<file path="config.mk">
export PLATFORM = sky130hd
export DESIGN_NAME = poly8_horner_ctrl
export DESIGN_NICKNAME = d
export VERILOG_FILES = /design/src/rtl/poly8_pkg.sv /design/src/rtl/poly8_horner_ctrl_mul.sv /design/src/rtl/poly8_horner_ctrl.sv
export SDC_FILE = /design/constraint.sdc
export NUM_CORES = 1
export LEC_CHECK = 0
export CAP_MARGIN = 20
export CORE_UTILIZATION = 30
export CTS_BUF_LIST = sky130_fd_sc_hd__clkbuf_4 sky130_fd_sc_hd__clkbuf_8
export DETAILED_ROUTE_END_ITERATION = 10
export MAX_ROUTING_LAYER = met4
export PLACE_DENSITY = 0.51
export SLEW_MARGIN = 5
export SYNTH_ARGS = -nofsm -noshare
export SYNTH_HDL_FRONTEND = slang
export SYNTH_HIERARCHICAL = 1
export SYNTH_SLANG_ARGS = --single-unit
</file>
<file path="constraint.sdc">
create_clock -name ap_clk -period 11.8 [get_ports ap_clk]
set_input_delay 1.77 -clock ap_clk [delete_from_list [all_inputs] [get_ports ap_clk]]
set_output_delay 1.77 -clock ap_clk [all_outputs]
set_load 0.005 [all_outputs]
</file>
<file path="src/rtl/poly8_pkg.sv">
// Shared types and helpers for the poly8 Horner evaluator.
// POLY8_SAT_EN selects saturating (defined) or wrapping (undefined) fit16.
package poly8_pkg;

    localparam int DATA_W = 16;
    localparam int PROD_W = 32;
    localparam int NCOEF  = 9;
    localparam int CNT_W  = 4;

    typedef enum logic [1:0] {
        S_IDLE,
        S_ITER,
        S_DONE
    } state_t;

    // Narrow the 33-bit Horner step result back to the 16-bit accumulator width.
    function automatic logic [DATA_W-1:0] fit16(input logic [DATA_W+PROD_W-DATA_W:0] s);
`ifdef POLY8_SAT_EN
        if (s[32] && !(&s[31:15]))
            return 16'h8000;
        else if (!s[32] && (|s[31:15]))
            return 16'h7fff;
        else
            return s[15:0];
`else
        logic unused_hi;
        unused_hi = ^s[32:16];
        return s[15:0];
`endif
    endfunction

endpackage

</file>
<file path="src/rtl/poly8_horner_ctrl_mul.sv">
// Combinational 16x16 signed multiplier shared by the Horner sequencer.
module poly8_mul_mul_16s_16s_32_1_1 #(
    parameter int din0_WIDTH = 16,
    parameter int din1_WIDTH = 16,
    parameter int dout_WIDTH = 32
) (
    input  logic [din0_WIDTH-1:0] din0,
    input  logic [din1_WIDTH-1:0] din1,
    output logic [dout_WIDTH-1:0] dout
);

    assign dout = dout_WIDTH'($signed(din0) * $signed(din1));

endmodule

</file>
<file path="src/rtl/poly8_horner_ctrl.sv">
// Horner-rule sequencer for an 8th-order fixed-point polynomial over one shared multiplier.
// Optional macro POLY8_SAT_EN enables saturation and the sticky ovf flag.
module poly8_horner_ctrl
    import poly8_pkg::*;
#(
    parameter int FRAC = 8
) (
    input  logic        ap_clk,
    input  logic        ap_rst,
    input  logic        ap_start,
    output logic        ap_done,
    output logic        ap_idle,
    output logic        ap_ready,
    input  logic [15:0] x_in,
    input  logic        coef_we,
    input  logic [3:0]  coef_addr,
    input  logic [15:0] coef_din,
    output logic [15:0] y_out,
    output logic        ovf
);

    state_t state;
    state_t state_next;

    logic [DATA_W-1:0] coef [NCOEF];
    logic [DATA_W-1:0] acc;
    logic [DATA_W-1:0] x_r;
    logic [CNT_W-1:0]  cnt;

    // A write landing in the start cycle must not leak into the evaluation,
    // so the overwritten entry's old value is kept aside for the run.
    logic              shadow_valid;
    logic [CNT_W-1:0]  shadow_addr;
    logic [DATA_W-1:0] shadow_val;

    logic [PROD_W-1:0] prod;
    logic [PROD_W-1:0] prod_sh;
    logic [DATA_W-1:0] coef_sel;
    logic [PROD_W:0]   s;
    logic [DATA_W-1:0] s_fit;
    logic              coef_ok;

    poly8_mul_mul_16s_16s_32_1_1 #(
        .din0_WIDTH(16),
        .din1_WIDTH(16),
        .dout_WIDTH(32)
    ) u_mul (
        .din0(acc),
        .din1(x_r),
        .dout(prod)
    );

    assign coef_ok  = coef_we && ap_idle && (coef_addr <= 4'd8);
    assign coef_sel = (shadow_valid && (shadow_addr == cnt)) ? shadow_val : coef[cnt];
    assign prod_sh  = $signed(prod) >>> FRAC;
    assign s        = {prod_sh[PROD_W-1], prod_sh} + {{(PROD_W+1-DATA_W){coef_sel[DATA_W-1]}}, coef_sel};
    assign s_fit    = fit16(s);

    always_ff @(posedge ap_clk) begin
        if (ap_rst)
            state <= S_IDLE;
        else
            state <= state_next;
    end

    always_comb begin
        state_next = state;
        ap_idle    = 1'b0;
        ap_done    = 1'b0;
        ap_ready   = 1'b0;
        case (state)
            S_IDLE: begin
                ap_idle = 1'b1;
                if (ap_start)
                    state_next = S_ITER;
            end
            S_ITER: begin
                if (cnt == '0)
                    state_next = S_DONE;
            end
            S_DONE: begin
                ap_done    = 1'b1;
                ap_ready   = 1'b1;
                state_next = S_IDLE;
            end
            default: state_next = S_IDLE;
        endcase
    end

    always_ff @(posedge ap_clk) begin
        if (ap_rst) begin
            for (int i = 0; i < NCOEF; i++)
                coef[i] <= '0;
        end else if (coef_ok) begin
            coef[coef_addr] <= coef_din;
        end
    end

    always_ff @(posedge ap_clk) begin
        if (ap_rst) begin
            acc          <= '0;
            x_r          <= '0;
            cnt          <= '0;
            y_out        <= '0;
            shadow_valid <= 1'b0;
            shadow_addr  <= '0;
            shadow_val   <= '0;
        end else begin
            case (state)
                S_IDLE: begin
                    if (ap_start) begin
                        x_r          <= x_in;
                        acc          <= coef[8];
                        cnt          <= CNT_W'(7);
                        shadow_valid <= coef_ok;
                        shadow_addr  <= coef_addr;
                        if (coef_ok)
                            shadow_val <= coef[coef_addr];
                    end
                end
                S_ITER: begin
                    acc <= s_fit;
                    if (cnt == '0)
                        y_out <= s_fit;
                    else
                        cnt <= cnt - CNT_W'(1);
                end
                default: ;
            endcase
        end
    end

`ifdef POLY8_SAT_EN
    logic sat;
    assign sat = !((&s[32:15]) || !(|s[32:15]));

    always_ff @(posedge ap_clk) begin
        if (ap_rst)
            ovf <= 1'b0;
        else if (state == S_IDLE && ap_start)
            ovf <= 1'b0;
        else if (state == S_ITER && sat)
            ovf <= 1'b1;
    end
`else
    assign ovf = 1'b0;
`endif

endmodule

</file>
==> metrics.md, run 1 <==
| Metric | Value |
|---|---|
| Clk_skew | 0.0237 ns |
| Share of layout cells above drive strength 1 | 14.4% |
| Clk slew on worst S/H paths | 0.06 ns |
| Setup Buffers After CTS | 0 |
| Synth Cell Area | 23,500 um^2 |
| Crit path max fanout | 15 |
| Worst skew pair latency | 0.66 ns |
| First-pass GRT wire length | 102,000 um |
| CTS resizes | 0 |
| Synth Instances | 1,979 |
| Io pins | 60 |
| Relative slew slack | 26.5% |
| Die width | 282 um |
| Vias | 15,400 |
| H-tree depth | 2 |
| Hold Slack | 0.459 ns |
| Ys Warns | 6 |
| Hpwl dp | 45,900 um |
| Largest net degree at the start of global routing | 58 |
| CTS Hold Bufs | 0 |
| Maximum vdd drop | 0.104 mV |
| Drt first pass iters | 7 |
| Avg Vias per Cell | 4.78 |
| GR Util All Layers | 17.8% |
| CP arrival | 8.32 ns |
| Final Setup Violations | 0 |
| GRT overflow | 0 |
| Setup TNS | 0 ns |
| Critical path class | reg2reg |
| Worst Tran Pin Value | 1.10 ns |
| Routed WL per cell | 20.6 um |
| Die Height | 282 um |
| CTS root buf | clkbuf_8 |
| PortBufs | 58 |
| Fin crit period | 7.74 ns |
| Vias in the first global route | 16,700 |
| Power per cell area | 155 nW/um^2 |
| Num CTS Buffers | 58 |
| # clock sinks | 335 |
| Longest Clk Path Bufs | 3 |
| Initial antenna violation count | 5 |
| Fin. max-slew vios | 0 |
| Syn Area/Cell | 11.9 um^2 |
| Core area | 77,600 um^2 |
| Die Area | 79,600 um^2 |
| Worst Setup End Kind | flop |
| Outcome | finished, final reports clean |
| Net count, final | 2,454 |
| Final wirelength | 66,400 um |
| WP data required | 12.38 ns |
| Fin. Hold Viols | 0 |
| DRC viols | 0 |
| Starting density of the core | 30.3% |
| Max-cap viol count | 0 |
| Routability cong. | 0.927 |
| Hold WC Path Type | reg2reg |
| ANT nets after route | 0 |
| FMAX | 129 MHz |
| Unrepaired setup endpoints after global routing | false |
| Area delta synth->final | 14.4% |
| Final Cycle Share | 65.6% |
| P_leak | 11.1 nW |
| CTS tree | yes |
| Row Count | 102 |
| Filler Cells Inserted | 7,861 |
| Worst Setup Start Kind | flop |
| Drt first-iter violations | 1,188 |
## final timing paths
kind	start	cells past startpoint	endpoint	slack (ns)
min	y_out[6]	2	y_out[6]	0.46
max	acc[10]	22	y_out[14]	4.06
min reg2reg	y_out[6]	2	y_out[6]	0.46
max reg2reg	acc[10]	22	y_out[14]	4.06
## cells in the final DEF (no fill, tap or decap), drive strengths merged, types with 11 or more instances in the layout
cell type	n
a211oi	19
xnor2	17
inv	249
mux2	14
nor3	14
a21oi	97
buf	30
nand2	236
mux4	132
clkbuf	94
nor2	50
a21o	21
nand3	13
a22oi	14
and2	253
xor2	11
clkdlybuf4s50	55
dfxtp	79
ha	90
fa	199
conb	113
clkinv	12
o21ai	24
edfxtp	256
## power breakdown
| group | internal [mW] | leakage [nW] | switching, mW |
|---|---|---|---|
| clock | 0.628 | 0.674 | 0.506 |
| sequential | 1.37 | 3.24 | 0.167 |
| combinational | 0.620 | 7.19 | 0.895 |
| total | 2.61 | 11.1 | 1.57 |
## cell type report
type	count	area [um^2]	share of cell area, %
diodes	5	12.5	0.0465
clock buffers	94	1120	4.18
repair buffers	85	771	2.86
multi-input cells	1397	13400	49.7
clock inverters	15	119	0.441
well taps	1040	1300	4.83
inverters	248	931	3.46
flip-flops and latches	335	9280	34.4
## critical path, cell delays in order, from the launching register on
cell and delay (ns):
dfxtp_1 0.72, nand2_1 0.17, fa_1 0.55, fa_1 0.59
fa_1 0.45, fa_1 0.54, inv_1 0.05, fa_1 0.52
fa_1 0.43, ha_1 0.39, o21a_1 0.14, o21ai_0 0.34
a211oi_1 0.09, o31ai_1 0.33, nand2b_1 0.14, xor2_1 0.18
ha_1 0.39, a21o_1 0.18, a21o_1 0.19, a221o_1 0.41
a31o_1 0.28, or4_1 0.51, nand3_1 0.08
## metrics by stage
stage	setup WS (ns)	total power, mW	instances	cell area (um^2)	utilization (%)
after floorplan	4.73	2.54	2091	24000	-
after global placement	4.26	3.03	3105	25700	33.1
after detailed placement	4.13	3.06	3105	25700	33.1
after CTS	4.07	4.22	3214	26900	34.7
after global routing	3.65	4.45	3219	26900	34.7
final	4.06	4.18	3219	26900	34.7
## state kept, by name (all words and copies together), names as in the netlist, named ones only
signal        cells
acc              16
state             2
shadow_addr       4
shadow_val       16
shadow_valid      1
y_out            16
cnt               4
x_r              16
coef            256
## metal layers
metal	GRT usage (%)	vias to the layer above	wire [um]
li1	-	6955	-
met1	22.5	7835	28500
met2	28.8	487	32000
met3	3.54	118	4200
met4	5.27	0	1710
met5	-	-	0
(Power assumes the default switching activity.)
==> inputs of run 2 (changes only) <==
==> constraint.sdc (replaced) <==
create_clock -name ap_clk -period 7.91 [get_ports ap_clk]
set_input_delay 1.1865 -clock ap_clk [delete_from_list [all_inputs] [get_ports ap_clk]]
set_output_delay 1.1865 -clock ap_clk [all_outputs]
set_load 0.005 [all_outputs]
==> metrics.md, run 2 (synthesis results as in run 1) <==
| Metric | Value |
|---|---|
| Worst Tran Pin Value | 1.15 ns |
| Net count, final | 2,476 |
| CTS root buf | clkbuf_8 |
| Starting density of the core | 30.3% |
| Area of the multi-input gates | 13,400 um^2 |
| Vias | 15,500 |
| Routability cong. | 0.888 |
| Max-cap viol count | 0 |
| Hold WC Path Type | reg2reg |
| Outcome | finished, final reports clean |
| Setup TNS | 0 ns |
| Largest net degree at the start of global routing | 44 |
| Die Area | 79,600 um^2 |
| Commonest non-fill, non-tap cell in the layout | edfxtp_1 |
| GRT busiest layer | met2 |
| Worst skew pair latency | 0.67 ns |
| H-tree depth | 2 |
| Fin. Hold Viols | 0 |
| Final wirelength | 65,700 um |
| Largest Register | coef |
| Most frequent cells in the layout | edfxtp_1 (256), and2_1 (252), inv_1 (247) |
| Non-filler cells, final | 3,239 |
| Drt first pass iters | 5 |
| Hold EP | y_out[9] |
| P_leak | 11.2 nW |
| Routed WL per cell | 20.3 um |
| Setup Buffers After CTS | 0 |
| CTS tree | yes |
| Final Cycle Share | 93.8% |
| Worst Setup End Kind | flop |
| Crit path max fanout | 11 |
| Relative slew slack | 23.4% |
| Vias in the first global route | 16,600 |
| CP Buf/Inv Count | 1 |
| Hold depth | 2 |
| Power per cell area | 230 nW/um^2 |
| FF-to-FF Start | x_r[1] |
| Filler Cells Inserted | 7,856 |
| Placement Setup Slack | 0.394 ns |
| # clock sinks | 335 |
| FMAX | 135 MHz |
| Hpwl dp | 46,200 um |
| DRC viols | 0 |
| Crit-path max cell delay | 0.58 ns |
| Placed Area | 25,800 um^2 |
| Worst r2r path cells | 22 |
| Core area | 77,600 um^2 |
| M1 GR Usage | 22.9% |
| Worst Setup Start Kind | flop |
| Longest Clk Path Bufs | 3 |
| Final WS setup | 0.491 ns |
| Min-delay src | y_out[9] |
| Avg Vias per Cell | 4.78 |
| Clk_skew | 0.0224 ns |
| Fin. max-slew vios | 0 |
| CP cell instances | nand2_1 > fa_1 > fa_1 > fa_1 > fa_1 > inv_1 > fa_1 > fa_1 > ha_1 > o21a_1 > o21ai_1 > a211oi_1 > o31ai_1 > nand2b_1 > xor2_1 > ha_1 > a21o_1 > a21o_1 > a221o_1 > a31o_1 > or4_1 > nand3_1 |
| Reg area | 9280 um^2 |
| PortBufs | 58 |
| Reg2reg setup slack | 0.49 ns |
| Max FFs per register | 256 |
| GR Layer Usage met2 | 28.5% |
| CP arrival | 8.03 ns |
| Placed cells | 3,127 |
| Finished layout cell area | 27,000 um^2 |
| Clk slew on worst S/H paths | 0.06 ns |
| Drt first-iter violations | 1,012 |
| Share of layout cells above drive strength 1 | 14.7% |
| GR Util All Layers | 17.5% |
| CP most frequent cell | fa_1 |
| Initial antenna violation count | 5 |
| Die Height | 282 um |
| FF-to-FF End | y_out[14] |
| WP data required | 8.52 ns |
| Final Setup Violations | 0 |
| Fin crit period | 7.42 ns |
| Critical path class | reg2reg |
| Io pins | 60 |
| GRT overflow | 0 |
| Row Count | 102 |
| GR Layer Usage met3 | 2.34% |
| Unrepaired setup endpoints after global routing | false |
| Num CTS Buffers | 58 |
| Maximum vdd drop | 0.157 mV |
| Die width | 282 um |
| Area delta synth->final | 14.9% |
| First-pass GRT wire length | 101,000 um |
| Critical path's slowest cell | fa_1 |
| ANT nets after route | 0 |
| CP delay by family, top | adder cells |
## run 2: worst max path at each step
stage | startpoint | to | cells after the start
floorplan | x_r[1] | y_out[14] | 24
global placement | x_r[1] | y_out[14] | 22
CTS | x_r[1] | y_out[14] | 22
global route | x_r[1] | y_out[14] | 22
detailed placement | x_r[1] | y_out[14] | 22
finish | x_r[1] | y_out[14] | 22
## run 2: metrics by stage
stage | utilization [%] | power, mW | hold slack [ns]
2_1_floorplan | - | 3.80 | 0.448
3_3_place_gp | 33.3 | 4.55 | 0.446
3_5_place_dp | 33.3 | 4.57 | 0.448
4_1_cts | 34.8 | 6.28 | 0.456
5_1_grt | 34.9 | 6.60 | 0.466
6_report | 34.9 | 6.21 | 0.456
## run 2: cell type report
type,instances,area share (%)
Clock inverter,33,0.925
Sequential cell,335,34.3
Clock buffer,76,3.47
Inverter,248,3.44
Tap cell,1040,4.81
Multi-Input combinational cell,1397,49.5
Timing Repair Buffer,107,3.47
Antenna cell,3,0.0278
## run 2: timing repair
action,CTS,global route
gates resized for setup,0,2
hold buffers,0,0
endpoints found under the setup margin,0,1
## run 2: report_power, final
group | switching, mW | internal, mW | total (mW)
Combinational | 1.36 | 0.963 | 2.33
Sequential | 0.181 | 2.04 | 2.22
Clock | 0.783 | 0.882 | 1.67
## run 2: worst min-delay path: stages (launching register included)
cell and delay, ns:
dfxtp_1 0.31, nand2_1 0.05, a21oi_1 0.05
## run 2: per-layer routing
metal,vias to the layer above,share of wire (%)
met5,-,0
met4,0,2.3
met3,114,5.4
met2,437,48
met1,7932,44
li1,6991,-
==> inputs of run 3 (changes only) <==
--- a/config.mk
+++ b/config.mk
@@ -6,11 +6,13 @@
 export NUM_CORES = 1
 export LEC_CHECK = 0
 export CAP_MARGIN = 20
+export CELL_PAD_IN_SITES_DETAIL_PLACEMENT = 1
+export CELL_PAD_IN_SITES_GLOBAL_PLACEMENT = 1
 export CORE_UTILIZATION = 30
 export CTS_BUF_LIST = sky130_fd_sc_hd__clkbuf_4 sky130_fd_sc_hd__clkbuf_8
 export DETAILED_ROUTE_END_ITERATION = 10
 export MAX_ROUTING_LAYER = met4
-export PLACE_DENSITY = 0.51
+export PLACE_DENSITY = 0.59
 export SLEW_MARGIN = 5
 export SYNTH_ARGS = -nofsm -noshare
 export SYNTH_HDL_FRONTEND = slang
==> metrics.md, run 3 (synthesis results as in run 1) <==
| Metric | Value |
|---|---|
| Max FFs per register | 256 |
| Final WS setup | 0.334 ns |
| Longest Clk Path Bufs | 3 |
| Crit path max fanout | 12 |
| Routed metal-1 wirelength | 31,900 um |
| FF-to-FF Start | acc[7] |
| GRT overflow | 0 |
| Net count, final | 2,493 |
| WP data required | 8.49 ns |
| Die Height | 282 um |
| PortBufs | 58 |
| CP cell instances | buf_4 > nand2_1 > fa_1 > fa_1 > fa_1 > fa_1 > inv_1 > fa_1 > fa_1 > ha_1 > o21a_1 > o21ai_0 > a211oi_1 > o31ai_1 > nand2b_1 > xor2_1 > ha_1 > a21o_1 > a21o_1 > a221o_1 > a31o_1 > or4_1 > nand3_1 |
| Unrepaired setup endpoints after global routing | false |
| GR Util All Layers | 19.4% |
| Commonest non-fill, non-tap cell in the layout | edfxtp_1 |
| Vias | 15,800 |
| Starting density of the core | 30.3% |
| Placement Setup Slack | 0.432 ns |
| Critical path class | reg2reg |
| Core area | 77,600 um^2 |
| Final Setup Violations | 0 |
| Avg Vias per Cell | 4.85 |
| ANT nets after route | 0 |
| Setup TNS | 0 ns |
| Drt first-iter violations | 1,001 |
| CP Buf/Inv Count | 2 |
| CTS resizes | 0 |
| Initial antenna violation count | 7 |
| Final wirelength | 72,100 um |
| Row Count | 102 |
| Area of the multi-input gates | 13,400 um^2 |
| Die width | 282 um |
| Reg area | 9280 um^2 |
| Worst Setup End Kind | flop |
| Share of layout cells above drive strength 1 | 15.5% |
| CTS Hold Bufs | 0 |
| Routability cong. | 0.880 |
| Worst r2r path cells | 23 |
| Setup Buffers After CTS | 0 |
| FF-to-FF End | y_out[14] |
| Finished layout cell area | 27,300 um^2 |
| Clk slew on worst S/H paths | 0.06 ns |
| Final Cycle Share | 95.8% |
| FMAX | 132 MHz |
| Filler Cells Inserted | 8,558 |
| Hold Slack | 0.453 ns |
| Io pins | 60 |
| Crit-path max cell delay | 0.56 ns |
| Fin crit period | 7.58 ns |
| DRC viols | 0 |
| # clock sinks | 335 |
| Vias in the first global route | 17,800 |
| Hpwl dp | 51,500 um |
| Fin. Hold Viols | 0 |
| H-tree depth | 3 |
| CP most frequent cell | fa_1 |
| Min-delay src | y_out[9] |
| Critical path's slowest cell | fa_1 |
| Routed WL per cell | 22.1 um |
| Drt first pass iters | 7 |
| Power per cell area | 236 nW/um^2 |
| Reg2reg setup slack | 0.33 ns |
| CTS tree | yes |
| Max-cap viol count | 0 |
| Area delta synth->final | 15.8% |
| CTS root buf | clkbuf_8 |
| Worst Tran Pin Value | 1.21 ns |
| Largest Register | coef |
| Placed Area | 25,900 um^2 |
| Hold depth | 2 |
| Largest net degree at the start of global routing | 50 |
| Worst skew pair latency | 0.65 ns |
| Detail Route met2 WL | 35,200 um |
| Highest metal used | met4 |
| Maximum vdd drop | 0.133 mV |
| Hold EP | y_out[9] |
| P_leak | 11.3 nW |
| First-pass GRT wire length | 111,000 um |
| Die Area | 79,600 um^2 |
| Worst Setup Start Kind | flop |
| Fin. max-slew vios | 0 |
| Clk_skew | 0.0347 ns |
| Outcome | finished, final reports clean |
| Most frequent cells in the layout | edfxtp_1 (256), and2_1 (252), inv_1 (247) |
| CP arrival | 8.16 ns |
| Num CTS Buffers | 68 |
| Relative slew slack | 19.2% |
| Hold WC Path Type | reg2reg |
| Routed wl met3 | 3690 um |
| CP delay by family, top | adder cells |
[run 3: changes by cell type in the layout (fill, tap and decap cells not counted), moves of 3 or more]
| cell | change |
|---|---|
| buf_4 | +7 |
| bufinv_16 | -3 |
| clkbuf_4 | +8 |
| clkbuf_8 | +18 |
| clkinv_1 | -5 |
| clkinv_2 | -6 |
| o21ai_2 | -3 |
[run 3: worst register-to-register path, stage by stage (launching register included)]
cell      delay [ns]
dfxtp_1         0.41
buf_4           0.23
nand2_1         0.09
fa_1            0.49
fa_1            0.47
fa_1            0.52
fa_1            0.56
inv_1           0.06
fa_1            0.54
fa_1            0.44
ha_1            0.40
o21a_1          0.15
o21ai_0         0.36
a211oi_1        0.10
o31ai_1         0.35
nand2b_1        0.14
xor2_1          0.17
ha_1            0.38
a21o_1          0.18
a21o_1          0.19
a221o_1         0.41
a31o_1          0.29
or4_1           0.50
nand3_1         0.07
[run 3: area by class of cell]
| type | count | share of cell area [%] |
|---|---|---|
| clock buffer | 102 | 4.57 |
| clock inverter | 21 | 0.473 |
| antenna | 5 | 0.0459 |
| inverter | 248 | 3.41 |
| tap | 1040 | 4.77 |
| sequential | 335 | 34.0 |
| timing repair buffer | 114 | 3.70 |
| multi-input combinational | 1397 | 49.0 |
[run 3: routing by layer]
metal	up-vias	global-route usage (%)
li1	7025	-
met1	8310	25.0
met2	395	31.8
met3	93	3.32
met4	0	4.46
met5	-	-
[run 3: metrics by stage]
stage | cells | util, % | power [mW]
final | 3262 | 35.1 | 6.45
after global routing | 3260 | 35.1 | 6.85
after CTS | 3256 | 35.1 | 6.52
after detailed placement | 3133 | 33.3 | 4.63
after global placement | 3133 | 33.3 | 4.58
after floorplan | 2091 | - | 3.80
[run 3: worst max path at each step]
| stage | cells past startpoint | slack [ns] | to | start |
|---|---|---|---|---|
| final | 23 | 0.33 | y_out[14] | acc[7] |
| after floorplan | 24 | 0.84 | y_out[14] | x_r[1] |
| after global routing | 25 | 0.04 | y_out[14] | x_r[1] |
| after CTS | 23 | 0.39 | y_out[14] | acc[7] |
| after global placement | 24 | 0.60 | y_out[14] | acc[5] |
| after detailed placement | 22 | 0.43 | y_out[14] | x_r[2] |
[run 3: where the power goes]
part	leakage, nW	switching, mW	internal (mW)	total [mW]
Sequential	3.24	0.184	2.04	2.22
Clock	0.725	0.827	1.02	1.84
Combinational	7.33	1.42	0.969	2.39
Total	11.3	2.43	4.02	6.45
